### config.mk
export PLATFORM = sky130hd
export DESIGN_NAME = keyexp_engine
export DESIGN_NICKNAME = d
export VERILOG_FILES = /design/src/rtl/keyexp_engine.sv
export SDC_FILE = /design/constraint.sdc
export NUM_CORES = 2
export LEC_CHECK = 0
export CORE_ASPECT_RATIO = 1.5
export CORE_UTILIZATION = 25
export CTS_CLUSTER_DIAMETER = 40
export DETAILED_ROUTE_END_ITERATION = 10
export GPL_TIMING_DRIVEN = 0
export MAX_ROUTING_LAYER = met4
export PLACE_DENSITY_LB_ADDON = 0.2
export SLEW_MARGIN = 10
export SYNTH_ARGS = -nofsm -noshare
export SYNTH_HDL_FRONTEND = slang
export SYNTH_SLANG_ARGS = --single-unit
### constraint.sdc
create_clock -name clk -period 40.7 [get_ports clk]
set_input_delay 6.105 -clock clk [delete_from_list [all_inputs] [get_ports clk]]
set_output_delay 6.105 -clock clk [all_outputs]
set_load 0.005 [all_outputs]
### src/rtl/keyexp_engine.sv
// keyexp_engine -- AES key expansion engine (AES-128/192/256).
//
// Expands a cipher key into Nr+1 128-bit round keys, one 32-bit word per
// cycle, through a single 4-byte S-box lane. Round keys are streamed out on a
// valid/ready handshake, in order, with their index.
//
// Ports:
//   clk       rising-edge clock
//   rst       asynchronous, active-low reset
//   start     one-cycle expansion request (honoured only when idle)
//   key_len   0=128, 1=192, 2=256 bit key (3 is illegal)
//   key_in    left-aligned cipher key, key_in[255:224] is w[0]
//   rk_valid  rk_out/rk_idx hold a round key
//   rk_ready  consumer takes rk_out when rk_valid && rk_ready
//   rk_out    round key k = {w[4k], w[4k+1], w[4k+2], w[4k+3]}
//   rk_idx    round key index k
//   busy      expansion in progress
//   done      one-cycle pulse after the last round key is taken
//   err       one-cycle pulse when a start is rejected
module keyexp_engine #(
  parameter int KEY_W = 256
) (
  input  logic         clk,
  input  logic         rst,
  input  logic         start,
  input  logic [1:0]   key_len,
  input  logic [255:0] key_in,
  output logic         rk_valid,
  input  logic         rk_ready,
  output logic [127:0] rk_out,
  output logic [3:0]   rk_idx,
  output logic         busy,
  output logic         done,
  output logic         err
);

  typedef enum logic [1:0] {IDLE = 2'd0, GEN = 2'd1, DRAIN = 2'd2} state_t;

  state_t      state;
  state_t      state_next;

  logic [31:0] win [8];
  logic [31:0] col [4];
  logic [31:0] load_win [8];
  logic [2:0]  col_cnt;
  logic [5:0]  word_i;
  logic [2:0]  phase;
  logic [7:0]  rcon;
  logic [1:0]  len_q;

  logic [3:0]  nk_q;
  logic [5:0]  last_i;
  logic [5:0]  start_i;
  logic        len_ok;
  logic        start_ok;
  logic        start_bad;
  logic        accept;
  logic        rk_free;
  logic        gen_go;
  logic        is_last;
  logic        phase_wrap;
  logic        rot_step;
  logic        sub_step;
  logic [31:0] prev;
  logic [31:0] back;
  logic [31:0] lane_in;
  logic [31:0] lane_out;
  logic [31:0] temp;
  logic [31:0] new_word;

  function automatic logic [7:0] xtime(input logic [7:0] a);
    return {a[6:0], 1'b0} ^ (a[7] ? 8'h1b : 8'h00);
  endfunction

  function automatic logic [7:0] gf_mul(input logic [7:0] a, input logic [7:0] b);
    logic [7:0] acc;
    logic [7:0] sh;
    acc = 8'h00;
    sh  = a;
    for (int k = 0; k < 8; k++) begin
      if (b[k]) acc = acc ^ sh;
      sh = xtime(sh);
    end
    return acc;
  endfunction

  // S-box computed as GF(2^8) inverse (x^254, which maps 0 to 0) followed by
  // the AES affine transform, avoiding a 256-entry table.
  function automatic logic [7:0] sbox(input logic [7:0] x);
    logic [7:0] x2, x3, x6, x12, x15, x30, x60, x120, x240, x252, inv;
    x2   = gf_mul(x, x);
    x3   = gf_mul(x2, x);
    x6   = gf_mul(x3, x3);
    x12  = gf_mul(x6, x6);
    x15  = gf_mul(x12, x3);
    x30  = gf_mul(x15, x15);
    x60  = gf_mul(x30, x30);
    x120 = gf_mul(x60, x60);
    x240 = gf_mul(x120, x120);
    x252 = gf_mul(x240, x12);
    inv  = gf_mul(x252, x2);
    return inv ^ {inv[6:0], inv[7]} ^ {inv[5:0], inv[7:6]} ^
           {inv[4:0], inv[7:5]} ^ {inv[3:0], inv[7:4]} ^ 8'h63;
  endfunction

  // Key-length decode for the running expansion.
  always_comb begin
    case (len_q)
      2'd1:    begin nk_q = 4'd6; last_i = 6'd51; end
      2'd2:    begin nk_q = 4'd8; last_i = 6'd59; end
      default: begin nk_q = 4'd4; last_i = 6'd43; end
    endcase
  end

  // Legality and first word index for a requested key length.
  always_comb begin
    case (key_len)
      2'd0:    begin len_ok = (KEY_W >= 128); start_i = 6'd4; end
      2'd1:    begin len_ok = (KEY_W >= 192); start_i = 6'd6; end
      2'd2:    begin len_ok = (KEY_W >= 256); start_i = 6'd8; end
      default: begin len_ok = 1'b0;           start_i = 6'd4; end
    endcase
  end

  // The window is kept right-aligned so w[i-1] is always win[7] and
  // w[i-Nk] is win[8-Nk].
  always_comb begin
    for (int j = 0; j < 8; j++) load_win[j] = 32'h0;
    case (key_len)
      2'd1:    for (int j = 0; j < 6; j++) load_win[j + 2] = key_in[255 - 32*j -: 32];
      2'd2:    for (int j = 0; j < 8; j++) load_win[j]     = key_in[255 - 32*j -: 32];
      default: for (int j = 0; j < 4; j++) load_win[j + 4] = key_in[255 - 32*j -: 32];
    endcase
  end

  // Handshake and stall decisions. A word may always enter a collector that
  // has room; the word completing a round key (or a pre-seeded full
  // collector) needs the output register to be free this cycle.
  always_comb begin
    start_ok   = (state == IDLE) && start && len_ok;
    start_bad  = (state == IDLE) && start && !len_ok;
    accept     = rk_valid && rk_ready;
    rk_free    = !rk_valid || accept;
    gen_go     = (state == GEN) && ((col_cnt <= 3'd2) || rk_free);
    is_last    = (word_i == last_i);
    phase_wrap = ({1'b0, phase} == (nk_q - 4'd1));
  end

  // One expanded word per cycle through the shared S-box lane.
  always_comb begin
    prev     = win[7];
    case (len_q)
      2'd1:    back = win[2];
      2'd2:    back = win[0];
      default: back = win[4];
    endcase
    rot_step = (phase == 3'd0);
    sub_step = (len_q == 2'd2) && (phase == 3'd4);
    lane_in  = rot_step ? {prev[23:0], prev[31:24]} : prev;
    lane_out = {sbox(lane_in[31:24]), sbox(lane_in[23:16]),
                sbox(lane_in[15:8]),  sbox(lane_in[7:0])};
    if (rot_step)      temp = lane_out ^ {rcon, 24'h0};
    else if (sub_step) temp = lane_out;
    else               temp = prev;
    new_word = back ^ temp;
  end

  // State register.
  always_ff @(posedge clk or negedge rst) begin
    if (!rst) state <= IDLE;
    else      state <= state_next;
  end

  // Next-state logic.
  always_comb begin
    state_next = state;
    case (state)
      IDLE:    if (start_ok) state_next = GEN;
      GEN:     if (gen_go && is_last) state_next = DRAIN;
      DRAIN:   if (accept) state_next = IDLE;
      default: state_next = IDLE;
    endcase
  end

  // State-decoded outputs.
  always_comb begin
    busy = (state != IDLE);
  end

  // Datapath: window, collector, counters and the round-key output register.
  // rk_idx advances on every take except the final one, so it stops at Nr.
  always_ff @(posedge clk or negedge rst) begin
    if (!rst) begin
      for (int j = 0; j < 8; j++) win[j] <= 32'h0;
      for (int j = 0; j < 4; j++) col[j] <= 32'h0;
      col_cnt  <= 3'd0;
      word_i   <= 6'd0;
      phase    <= 3'd0;
      rcon     <= 8'h00;
      len_q    <= 2'd0;
      rk_valid <= 1'b0;
      rk_out   <= 128'h0;
      rk_idx   <= 4'd0;
      done     <= 1'b0;
      err      <= 1'b0;
    end else begin
      err  <= start_bad;
      done <= (state == DRAIN) && accept;
      if (start_ok) begin
        for (int j = 0; j < 8; j++) win[j] <= load_win[j];
        len_q    <= key_len;
        word_i   <= start_i;
        phase    <= 3'd0;
        rcon     <= 8'h01;
        rk_out   <= key_in[255:128];
        rk_valid <= 1'b1;
        rk_idx   <= 4'd0;
        case (key_len)
          2'd1: begin
            col[0]  <= key_in[127:96];
            col[1]  <= key_in[95:64];
            col[2]  <= 32'h0;
            col[3]  <= 32'h0;
            col_cnt <= 3'd2;
          end
          2'd2: begin
            col[0]  <= key_in[127:96];
            col[1]  <= key_in[95:64];
            col[2]  <= key_in[63:32];
            col[3]  <= key_in[31:0];
            col_cnt <= 3'd4;
          end
          default: begin
            for (int j = 0; j < 4; j++) col[j] <= 32'h0;
            col_cnt <= 3'd0;
          end
        endcase
      end else begin
        if (accept) begin
          rk_valid <= 1'b0;
          if (state != DRAIN) rk_idx <= rk_idx + 4'd1;
        end
        if (state == GEN) begin
          if (col_cnt == 3'd4) begin
            // Seeded key-derived round key leaves while the next word starts
            // a fresh collector.
            if (rk_free) begin
              rk_out   <= {col[0], col[1], col[2], col[3]};
              rk_valid <= 1'b1;
              col[0]   <= new_word;
              col_cnt  <= 3'd1;
            end
          end else if (gen_go) begin
            if (col_cnt == 3'd3) begin
              rk_out   <= {col[0], col[1], col[2], new_word};
              rk_valid <= 1'b1;
              col_cnt  <= 3'd0;
            end else begin
              col[col_cnt[1:0]] <= new_word;
              col_cnt           <= col_cnt + 3'd1;
            end
          end
          if (gen_go) begin
            for (int j = 0; j < 7; j++) win[j] <= win[j + 1];
            win[7] <= new_word;
            word_i <= word_i + 6'd1;
            phase  <= phase_wrap ? 3'd0 : phase + 3'd1;
            if (rot_step) rcon <= xtime(rcon);
          end
        end
      end
    end
  end

endmodule

==> impl_metrics.toml <==
[setup_path]
worstReg2RegEnd = "col[125]"
r2r_cells = 88
endpoint_kind = "flop"
worst_ep_arrival_time_ps = 30870
reg2reg_from = "phase[0]"
cp_slowest_stage_delay_ps = 880
crit_cells = 88
crit_buf_inv = 24
required_ps = 41310
crit_type = "reg -> reg"
startpoint_type = "flop"
worstPathMaxFanout = 10
r2r_slack_ps = 10440
crit_path_top_delay_cell = "a221oi_1"
crit_family = "XOR/XNOR gates"

[synthesis]
avgSynthCellArea_um2 = 8.00
synth_edf_count = 0
synth_ff_type = "dfrtp_1"
seq_area_frac_synth_pct = 17.3
netlist_instances = 9789
ys_seq_elements = 543
synth.net_count = 10100
ys.warnings.count = 0
synthDistinctLibCells = 134
synthArstFlopShare_pct = 100
syn-cell-area_um2 = 78300

[layout]
fin_cells = 14600
syn_to_final_growth_pct = 16.6
final_core_utilization_pct = 29.3
drive_above_1_share_pct = 6.96
nets = 10600

[grt]
antenna_found_initial = 26
grt_pass1_wl_mm = 597
grt_overflow = 0
grt.total_usage_pct = 26.9
gr-usage-met1_pct = 28.5
grt_max_degree = 105
grt_pass1_vias = 78700
gr-usage-met2_pct = 44.6
grtUsageMet3_pct = 4.95
grt_busiest_layer = "met2"

[route]
drt_first_pass_iters = 6
postRouteAntennaNets = 0
drt_iter0_markers = 9046
drt_wl_total_mm = 430
drc = 0
dr_total_vias = 80600
vias_per_cell = 5.53
wire_per_inst_um = 29.5

[clock_network]
postCtsHoldBufs = 0
htreeDepth = 3
path_clk_slew_ps = 70
post_cts_resized = 0
numCtsBuffers = 98
cts_sinks = 543
postCtsSetupBuffers = 0
clkLatencyLatePin_ps = 760
cts_tree = "built"
cts_buffer_depth = 3
cts_root_buf = "clkbuf_16"

[die]
design.die.area_um2 = 316000
rows = 251
io_pins = 398
die_x_um = 459
core-area_um2 = 312000
start_util_pct = 25.1
die_h_um = 688

[sta]
rsz0062_at_grt = "false"
worst_pin_slew_ps = 1470
drv_slew = 0
fin_crit_ps = 30260
final.setup_skew_ps = 32.0
timing.fmax_mhz = 33.0
final_hold_viol_count = 0
setup_viol = 0
max_slew_margin_pct = 2.03
fin_crit_sh_pct = 74.3
fin_ws_ps = 10440
setup_tns_ps = 0

[hold_path]
min_path_type = "reg -> reg"
min_from = "col[119]"
hold_depth = 1
hold_end = "col[119]"

[flow_run]
maxCapViolations = 0

[placement]
dp_hpwl_mm = 342
gp_congestion = 1.04
pre_cts_ws_ps = 10750
dp_cells = 14400
io_buffers = 397

[status]
outcome = "finished clean"
==> placed cells by master, fill, tap and decap left out, types with 39 or more instances in the layout <==
cell / netlist / layout
a32oi_1: 41 / 41
a22o_1: 45 / 45
clkdlybuf4s50_1: 0 / 396
nor3_1: 197 / 197
o22ai_1: 78 / 78
dfrtp_1: 543 / 543
xnor2_1: 1194 / 1189
or3_1: 39 / 39
clkbuf_16: 0 / 100
and3_1: 45 / 45
o21ai_1: 89 / 92
a211oi_1: 161 / 159
nor2b_1: 69 / 69
xnor2_2: 112 / 117
xor2_1: 433 / 429
inv_1: 107 / 107
a22oi_1: 191 / 191
clkbuf_1: 549 / 539
and2_1: 53 / 53
buf_1: 59 / 56
a221oi_1: 61 / 61
a31oi_1: 315 / 314
nand2_1: 1167 / 1167
nand2b_1: 79 / 79
xor3_1: 47 / 47
nand3_1: 226 / 226
o21ai_0: 335 / 332
o211ai_1: 68 / 68
buf_2: 123 / 124
mux2i_1: 273 / 273
xnor3_1: 326 / 326
a21oi_1: 483 / 483
ha_1: 43 / 43
o21a_1: 46 / 46
nor2_1: 1272 / 1271
a221o_1: 64 / 64
==> final cells by class <==
cell class / instances / area, um^2
Multi-Input combinational cell: 8332 / 61000
Clock inverter: 65 / 681
Buffer: 782 / 3390
Inverter: 132 / 497
Sequential cell: 543 / 13600
Tap cell: 4174 / 5220
Antenna cell: 20 / 50.0
Clock buffer: 117 / 2700
Fill cell: 33700 / 220000
Timing Repair Buffer: 414 / 4240
==> registers in the layout, indices dropped and copies added (netlist names) <==
| name | flops |
|---|---|
| phase | 3 |
| len_q | 2 |
| rk_idx | 4 |
| win | 224 |
| state | 2 |
| rk_valid | 1 |
| done | 1 |
| word_i | 6 |
| col_cnt | 3 |
| rcon | 8 |
| rk_out | 128 |
| col | 128 |
| err | 1 |
| prev | 32 |
==> logic make-up after synthesis <==
logic type	count (synthesis)	synth area share, %
buffers and inverters	914	4.94
DFF	543	17.3
xor gates and xnor gates	2162	32.6
AOI/OAI and AO/OA	2434	21.3
and+or+nand+nor	3361	18.7
adders and majority gates	45	0.712
muxes	330	4.40
==> through the flow <==
step	cell area, um^2	hold WS, ps
floorplan	78300	450
global placement	87500	476
detailed placement	87900	481
CTS	91300	495
global route	91300	510
finish	91300	494
==> per-layer routing <==
layer | wire [um] | up-vias
li1 | - | 35700
met1 | 155000 | 39700
met2 | 205000 | 3919
met3 | 30800 | 1232
met4 | 38600 | 0
met5 | 0 | -
==> how the worst max path moves through the flow <==
stage | from | to | slack (ps)
after CTS | phase[0] | col[125] | 10670
after detailed placement | phase[0] | col[125] | 10750
after global routing | phase[0] | col[125] | 8600
after floorplan | phase[0] | col[93] | 18530
after global placement | rst | rk_out[69] | 6700
final | phase[0] | col[125] | 10440
==> cell usage after synthesis (161+ instances only) <==
cell | count | share of area [%]
a21oi_1 | 483 | 3.1
nand3_1 | 226 | 1.4
o21ai_0 | 335 | 2.1
xnor3_1 | 326 | 9.4
a31oi_1 | 315 | 2.5
clkbuf_1 | 549 | 2.6
xnor2_1 | 1194 | 13
mux2i_1 | 273 | 3.5
a211oi_1 | 161 | 1.5
nor2_1 | 1272 | 6.1
dfrtp_1 | 543 | 17
nand2_1 | 1167 | 5.6
xor2_1 | 433 | 4.8
a22oi_1 | 191 | 1.8
nor3_1 | 197 | 1.3
==> worst reg2reg max path, delay by kind of cell, from the launching register on <==
kind            cells  cell delay [ps]
buf+inv            24             6440
fa+ha+maj           8             2910
flops               1              420
simple gates       12             1790
compound gates     13             4920
mux                 3             1780
xor+xnor           28            11870
Power is left out: the tool's default activity adds up to more than one toggle a clock period on the data nets, which glitch-free logic cannot reach.
